## src/rtl/regfile_arb_pkg.sv

```systemverilog
// Shared types and default sizes for the register-file writeback arbiter.
package regfile_arb_pkg;
  typedef enum logic {CLEAR = 1'b0, RUN = 1'b1} state_t;

  localparam int DEF_DATA_WIDTH = 32;
  localparam int DEF_ADDR_WIDTH = 5;
  localparam int NUM_REGS       = 2**DEF_ADDR_WIDTH;
endpackage

```

## src/rtl/regfile_wb_arbiter_rr.sv

```systemverilog
// Combinational round-robin picker: the first valid bit at or after pointer
// (wrapping modulo N) wins; grant is one-hot on the winner.
module rr_arbiter #(
  parameter int N     = 3,
  parameter int PTR_W = (N > 1) ? $clog2(N) : 1
) (
  input  logic [N-1:0]     valid,
  input  logic [PTR_W-1:0] pointer,
  output logic [N-1:0]     grant,
  output logic [PTR_W-1:0] win
);

  // Walk from the farthest candidate back to the pointer so the nearest
  // valid requester is the last (and therefore winning) assignment.
  always_comb begin
    grant = '0;
    win   = '0;
    for (int k = N - 1; k >= 0; k--) begin
      int idx;
      idx = (int'(pointer) + k) % N;
      if (valid[idx]) begin
        grant      = '0;
        grant[idx] = 1'b1;
        win        = PTR_W'(idx);
      end
    end
  end

endmodule

```

## src/rtl/regfile_wb_arbiter.sv

```systemverilog
// Round-robin writeback arbiter with a zero-scrub sequencer on the shared
// register-file write port. Optional macro: RF_X0_WRITE_FILTER_EN.
module regfile_wb_arbiter
  import regfile_arb_pkg::*;
#(
  parameter int NUM_REQ    = 3,
  parameter int DATA_WIDTH = DEF_DATA_WIDTH,
  parameter int ADDR_WIDTH = DEF_ADDR_WIDTH
) (
  input  logic                             clk,
  input  logic                             rst_n,
  input  logic                             clr_start,
  input  logic [NUM_REQ-1:0]               req_valid,
  input  logic [NUM_REQ*ADDR_WIDTH-1:0]    req_dest,
  input  logic [NUM_REQ*DATA_WIDTH-1:0]    req_data,
  output logic [NUM_REQ-1:0]               req_ready,
  output logic                             rg_wrt_en,
  output logic [ADDR_WIDTH-1:0]            rg_wrt_dest,
  output logic [DATA_WIDTH-1:0]            rg_wrt_data,
  output logic                             busy,
  output logic                             clr_done
);

  localparam int                    PTR_W     = $clog2(NUM_REQ);
  localparam logic [ADDR_WIDTH-1:0] LAST_ADDR = '1;
  localparam logic [PTR_W-1:0]      LAST_PTR  = PTR_W'(NUM_REQ - 1);

  state_t                  state, state_n;
  logic [ADDR_WIDTH-1:0]   cnt;
  logic [PTR_W-1:0]        ptr, win;
  logic [NUM_REQ-1:0]      grant;
  logic                    vld_p0;
  logic                    wr_p0;
  logic [ADDR_WIDTH-1:0]   dest_p0;
  logic [DATA_WIDTH-1:0]   data_p0;

  rr_arbiter #(.N(NUM_REQ), .PTR_W(PTR_W)) u_rr (
    .valid   (req_valid),
    .pointer (ptr),
    .grant   (grant),
    .win     (win)
  );

  // Stage p0: combinational grant and operand select
  assign vld_p0    = (state == RUN) && !clr_start && (|req_valid);
  assign req_ready = vld_p0 ? grant : '0;
  assign dest_p0   = req_dest[win*ADDR_WIDTH +: ADDR_WIDTH];
  assign data_p0   = req_data[win*DATA_WIDTH +: DATA_WIDTH];
  assign busy      = (state == CLEAR);

`ifdef RF_X0_WRITE_FILTER_EN
  assign wr_p0 = (dest_p0 != '0);
`else
  assign wr_p0 = 1'b1;
`endif

  always_comb begin
    state_n = state;
    case (state)
      CLEAR:   if (cnt == LAST_ADDR) state_n = RUN;
      RUN:     if (clr_start)        state_n = CLEAR;
      default: state_n = CLEAR;
    endcase
  end

  // Stage p1: registered write port, stable for the register file's negedge
  always_ff @(posedge clk or negedge rst_n) begin
    if (!rst_n) begin
      state       <= CLEAR;
      cnt         <= '0;
      ptr         <= '0;
      rg_wrt_en   <= 1'b0;
      rg_wrt_dest <= '0;
      rg_wrt_data <= '0;
      clr_done    <= 1'b0;
    end else begin
      state <= state_n;
      case (state)
        CLEAR: begin
          rg_wrt_en   <= 1'b1;
          rg_wrt_dest <= cnt;
          rg_wrt_data <= '0;
          clr_done    <= (cnt == LAST_ADDR);
          cnt         <= (cnt == LAST_ADDR) ? '0 : cnt + 1'b1;
        end
        default: begin
          clr_done <= 1'b0;
          cnt      <= '0;
          if (vld_p0) begin
            rg_wrt_en   <= wr_p0;
            rg_wrt_dest <= dest_p0;
            rg_wrt_data <= data_p0;
            ptr         <= (win == LAST_PTR) ? '0 : win + 1'b1;
          end else begin
            rg_wrt_en <= 1'b0;
          end
        end
      endcase
    end
  end

endmodule

```

## config.mk

```make
export PLATFORM = sky130hd
export DESIGN_NAME = regfile_wb_arbiter
export DESIGN_NICKNAME = d
export VERILOG_FILES = /design/src/rtl/regfile_arb_pkg.sv /design/src/rtl/regfile_wb_arbiter_rr.sv /design/src/rtl/regfile_wb_arbiter.sv
export SDC_FILE = /design/constraint.sdc
export NUM_CORES = 1
export LEC_CHECK = 0
export CORE_UTILIZATION = 43
export DETAILED_ROUTE_END_ITERATION = 16
export PLACE_DENSITY = 0.87
export SYNTH_ARGS = -nofsm -noshare
export SYNTH_HDL_FRONTEND = slang
export SYNTH_HIERARCHICAL = 1
export SYNTH_SLANG_ARGS = --single-unit
export TNS_END_PERCENT = 1
```

## constraint.sdc

```tcl
create_clock -name clk -period 4.9 [get_ports clk]
set_input_delay 0.98 -clock clk [delete_from_list [all_inputs] [get_ports clk]]
set_output_delay 0.98 -clock clk [all_outputs]
set_load 0.01 [all_outputs]
```

Yosys cells after proc, flatten, opt, wreduce, memory -nomap -nowiden
Cells that the tools add are included.
- register bits: 47
- input bits: 117
- output and inout port bits: 43
- logic and storage cells: 70
- add/sub/neg operators: 4
- $mul: 1
- div/mod/pow operators: 3
- magnitude comparators: 6
- eq/ne operators: 3
- shift-type cells: 2
- muxes and demuxes: 35
- bitwise operators: 1
- reductions and logical operators: 8
- operator list (operator ; count):
    $ge A32 B1 Y1 const B ; 3
    $lt A32 B4 Y1 const B ; 3
    $shiftx A96 B8 Y32 ; 1
    $mod A32 B3 Y32 const B ; 2
    $mux W32 ; 2
    $mod A3 B3 Y32 const B ; 1
    $mux W5 ; 4
    $shiftx A15 B6 Y5 ; 1
    $mux W1 ; 14
    $mux W3 ; 4
    $mux W2 ; 4
    $bmux W1 S2 ; 3
    $demux W1 S2 ; 3
    $add A5 B1 Y5 const B ; 1
    $eq A5 B5 Y1 const B ; 1
    $logic_and A1 B1 Y1 ; 5
    $mul A2 B3 Y5 const B ; 1
    $add A2 B1 Y3 const B ; 1
    $add A2 B2 Y3 const B ; 1
    $reduce_or A3 Y1 ; 1
    $add A2 B1 Y2 const B ; 1
    $eq A2 B2 Y1 const B ; 1
    $ne A2 B1 Y1 const B ; 1
    $pmux W1 S2 ; 1
    3 further kinds ; 3

Longest topological paths before layout
- depth in word-level cells: 12
- depth in mapped cells: 13
- depth with buffers taken out: 9

Hierarchy
The synthesis kept the hierarchy.
- by module, submodules not included (module ; instances ; cells an instance ; area each (µm²) ; sequential area each (µm²)):
    regfile_wb_arbiter ; 1 ; 259 ; 2737.6 ; 1176.1
    rr_arbiter ; 1 ; 42 ; 287.8 ; 0.0

Worst setup path before layout
OpenSTA, ideal clock, no wires.
- path type: input port to output port
- start: input port req_valid[0]
- end: output port req_ready[2]
- arrival: 1.833 ns
- required time: 3.920 ns
- path slack: 2.087 ns
- cell stages on the path: 4
- buffers on the path: 0
- cell sequence: mux2_4 > a22o_1 > mux2_2 > and2_1
- word-level cells in the longest chain between the ends: 7
- elaborated cells between the ends (all ways): 15
- classes of those cells: mux: 13; reduce/logical: 2
- ends and longest elaborated chain (item ; line ; source):
    from (decl) ; regfile_wb_arbiter.sv:13 ; input logic [NUM_REQ-1:0] req_valid,
    $bmux W1 S2 ; regfile_wb_arbiter_rr.sv:21 ; if (valid[idx]) begin
    $mux W1 (not written as such) (2 in a row) ; regfile_wb_arbiter_rr.sv:21 ;
    $mux W3 (2 in a row) ; regfile_wb_arbiter_rr.sv:21 ;
    $mux W3 (*) ; regfile_wb_arbiter_rr.sv:21 ;
    named net grant[2] ; regfile_wb_arbiter.sv:31 ; logic [NUM_REQ-1:0] grant;
    $mux W3 (*) ; regfile_wb_arbiter.sv:46 ; assign req_ready = vld_p0 ? grant : '0;
    to (decl) ; regfile_wb_arbiter.sv:16 ; output logic [NUM_REQ-1:0] req_ready,
The timed path passes the listed nets; every way through them passes the cells marked *. The select of a mux whose other input is x is not followed.

Worst setup path in the final report
- start: input port req_valid[1]
- end: output port req_ready[2]
The elaborated chain is that of the path after synthesis.

==> results by group <==
Clocking
  – Clock latency on the worst-skew pair: ~300 ps
  – CTS clk-pin slew, worst paths: 80 ps
  – Clock H-tree levels: 2
  – Cts repair resizes: 0
  – CTS tree: yes
  – CTS sink cnt: between 40 and 50
  – Postcts setup bufs: 0
  – TritonCTS Buffers: 5
  – Clk Tree Root Cell: clkbuf_8
  – Clock Path Buffers: 2
  – CTS Hold Bufs: 0

Power and ir drop
  – Leakage power: between 1.5 and 2 nW
  – Design Power: a little over 2 mW
  – Peak supply drop: approximately 0.00019 V
  – Power Dens Cells: about 430 mW/mm^2

Critical path
  – RR Endpoint: rg_wrt_data[15]
  – Kind of capture point of the worst setup path: output pin
  – Reg2reg start: ptr[0]
  – R2R depth: 10
  – Type of origin of the critical path: input pin
  – Critical Path RT: just under 4000 ps
  – Data arrival, critical path: roughly 3100 ps
  – Max FO, Critical Path: 7
  – Crit Path Class: in -> out
  – Reg2Reg Setup Slack: approximately 1600 ps

Yosys
  – EDFF count, synth: 0
  – Sequential fraction of the synthesis area: 38.88%
  – Compound-Gate Fraction of Synth Area: a little under a third
  – Multiplexer share of the synthesized area: about 14%
  – Async set-reset flop share out of synthesis: 100.0%
  – Post-synthesis cell type count: 43
  – Largest family of logic cells by synthesized area: compound AO/OA/AOI/OAI gates
  – Ys Warns: 6
  – Synth Net Count: between 400 and 500
  – XOR/XNOR Fraction of Synth Area: less than 1%
  – Ys flop type: dfrtp_1
  – Simple-gate share of the synthesized area: just under 6%
  – Register bit count reported by yosys: between 40 and 50
  – Synthesized area: between 0.003 and 0.004 mm^2
  – Synth Area in Adders: about 2.5%
  – Cells after Synth: 301
  – Mean Syn Cell Area: between 10 and 15 um^2

Routing
  – Post-DR vias/cell: approximately 5.7
  – DRT iter0 DRCs: between 150 and 200
  – Routed wire per std cell: approximately 17 um
  – Post-Route WL: around 8.8 mm
  – Total number of vias: ~3000
  – Routed Antenna Nets: 0
  – DRC Markers: 0
  – Pre-Repair DR Iteration Count: 4

STA
  – Final Cycle Share: a little over 80%
  – Fin. Hold Viols: 0
  – FMAX: 247.1 MHz
  – RSZ-0062 raised after global routing: false
  – Max-slew violation count: 0
  – Final Skew: approximately 4.3 ps
  – Max-slew headroom: just over 30%
  – Tmin final: around 4000 ps
  – Fin Setup TNS: 0 ps
  – Final setup violation count: 0
  – Tightest Pin Transition: 1037 ps

Worst hold path
  – Min-delay src: cnt[0]
  – Worst Hold End: cnt[0]
  – Type of the most critical hold path: reg -> reg
  – Hold path depth: 1

Layout
  – Post-layout util: between 60% and 70%
  – Share of layout cells above drive strength 1: under 10%
  – Number of diodes: 0
  – Syn-to-layout area delta: 56.74%
  – Final nets: 562

Placed design
  – GPL Wtd Cong: a little under 1
  – Final HPWL DP: approximately 6.4 mm
  – PortBufs: 159

Run status
  – Status: finished, final reports clean

Global route
  – Vias in the first global route: between 2000 and 3000
  – Gr ovfl total: 0
  – Initial antenna violation count: 0
  – Global-route wire length before repair: between 10 and 15 mm
  – Tot GR Track Use: between 20% and 30%
  – Largest net degree at the start of global routing: 53

Floorplanning
  – Die Wd: about 86 um
  – Die area: 0.007375 mm^2
  – Rows: 30
  – Core box area: 0.006794 mm^2
  – I/O pin count: 160
  – Die Y: roughly 86 um
  – Initial Util: between 40% and 50%

Flow run
  – Max cap viols: 0
routing by layer:
metal  part of all wire (%)  GRT usage (%)  up-vias
met5                      0              0        -
met1                     40          29.26     1445
met2                     51          41.70      154
li1                       -              -     1423
met4                    1.7          7.273        0
met3                    7.9          5.871       16
critical path, stage by stage:
cell and delay, ps:
clkdlybuf4s50_1 670, nand3b_1 230, o21ai_2 210, mux2_2 370, and2_1 130, clkdlybuf4s50_1 470
cells in the final DEF (no fill, tap or decap), types with 2 or more instances in the layout:
cell             count
nor2b_1              4
dfrtp_1             46
ha_1                 6
o2bb2ai_1            5
nor3_1               4
mux2i_1             39
clkdlybuf4s50_1    158
nor2_1               4
a21oi_1              5
o211ai_1            33
inv_1               10
o21ai_0             21
a2bb2oi_1           32
and2_1               3
nand2b_1             2
o21ai_1             19
a32o_1               4
nand2_1              4
buf_4                5
o31ai_1              2
o221ai_1             4
clkbuf_8             6
how the worst max path moves through the flow:
stage	from	to	slack, ps	depth (start not counted)
2_1_floorplan	req_valid[0]	req_ready[2]	2090	4
3_3_place_gp	req_valid[2]	req_ready[2]	940	6
3_5_place_dp	req_valid[1]	req_ready[2]	860	6
4_1_cts	req_valid[1]	req_ready[2]	860	6
5_1_grt	req_valid[2]	req_ready[1]	730	7
6_report	req_valid[1]	req_ready[2]	850	6
final cells by class:
cell class	instances	area [um^2]
inverter	10	37.54
multi-input combinational	211	1665
sequential	47	1177
timing repair buffer	164	1624
clock buffer	6	82.58
fill	531	2052
tap	96	120.1
clock inverter	2	35.03
power by group:
part	total (mW)	switching [mW]	internal [mW]	leakage, nW
Combinational	1.18	0.565	0.618	1.18
Clock	0.293	0.128	0.165	0.0612
Sequential	0.550	0.0780	0.472	0.629
Total	2.02	0.771	1.25	1.87
kinds of logic after synthesis:
| family | after synthesis |
|---|---|
| buffers and inverters | 43 |
| flip-flops | 47 |
| AND/OR/NAND/NOR | 30 |
| XOR/XNOR | 2 |
| multiplexers | 41 |
| AO/OA/AOI/OAI | 132 |
| adder cells (fa/ha/maj) | 6 |
through the flow:
step / cells / instance area [um^2] / hold slack [ps] / worst slack [ps]
finish: 536 / 4742 / 492.6 / 852.9
global route: 536 / 4742 / 534.6 / 733.9
CTS: 536 / 4742 / 492.3 / 861.1
detailed placement: 528 / 4624 / 482.1 / 863.8
global placement: 528 / 4624 / 477.5 / 942.8
floorplan: 301 / 3025 / 452.2 / 2087
cells in the mapped netlist (6+ instances only):
cell type / count / area [um^2]
inv_1: 10 / 37.54
ha_1: 6 / 75.07
o21ai_0: 21 / 105.1
buf_2: 10 / 50.05
a2bb2oi_1: 32 / 280.3
o21ai_1: 20 / 100.1
clkbuf_1: 13 / 48.80
dfrtp_1: 47 / 1176
mux2i_1: 39 / 390.4
o211ai_1: 33 / 247.7
sequential cells by signal, summed over array words and instances (netlist names):
signal,flops
ptr,2
rg_wrt_dest,5
state,1
rg_wrt_en,1
clr_done,1
cnt,5
rg_wrt_data,32
Power figures use the tool's default switching activity.
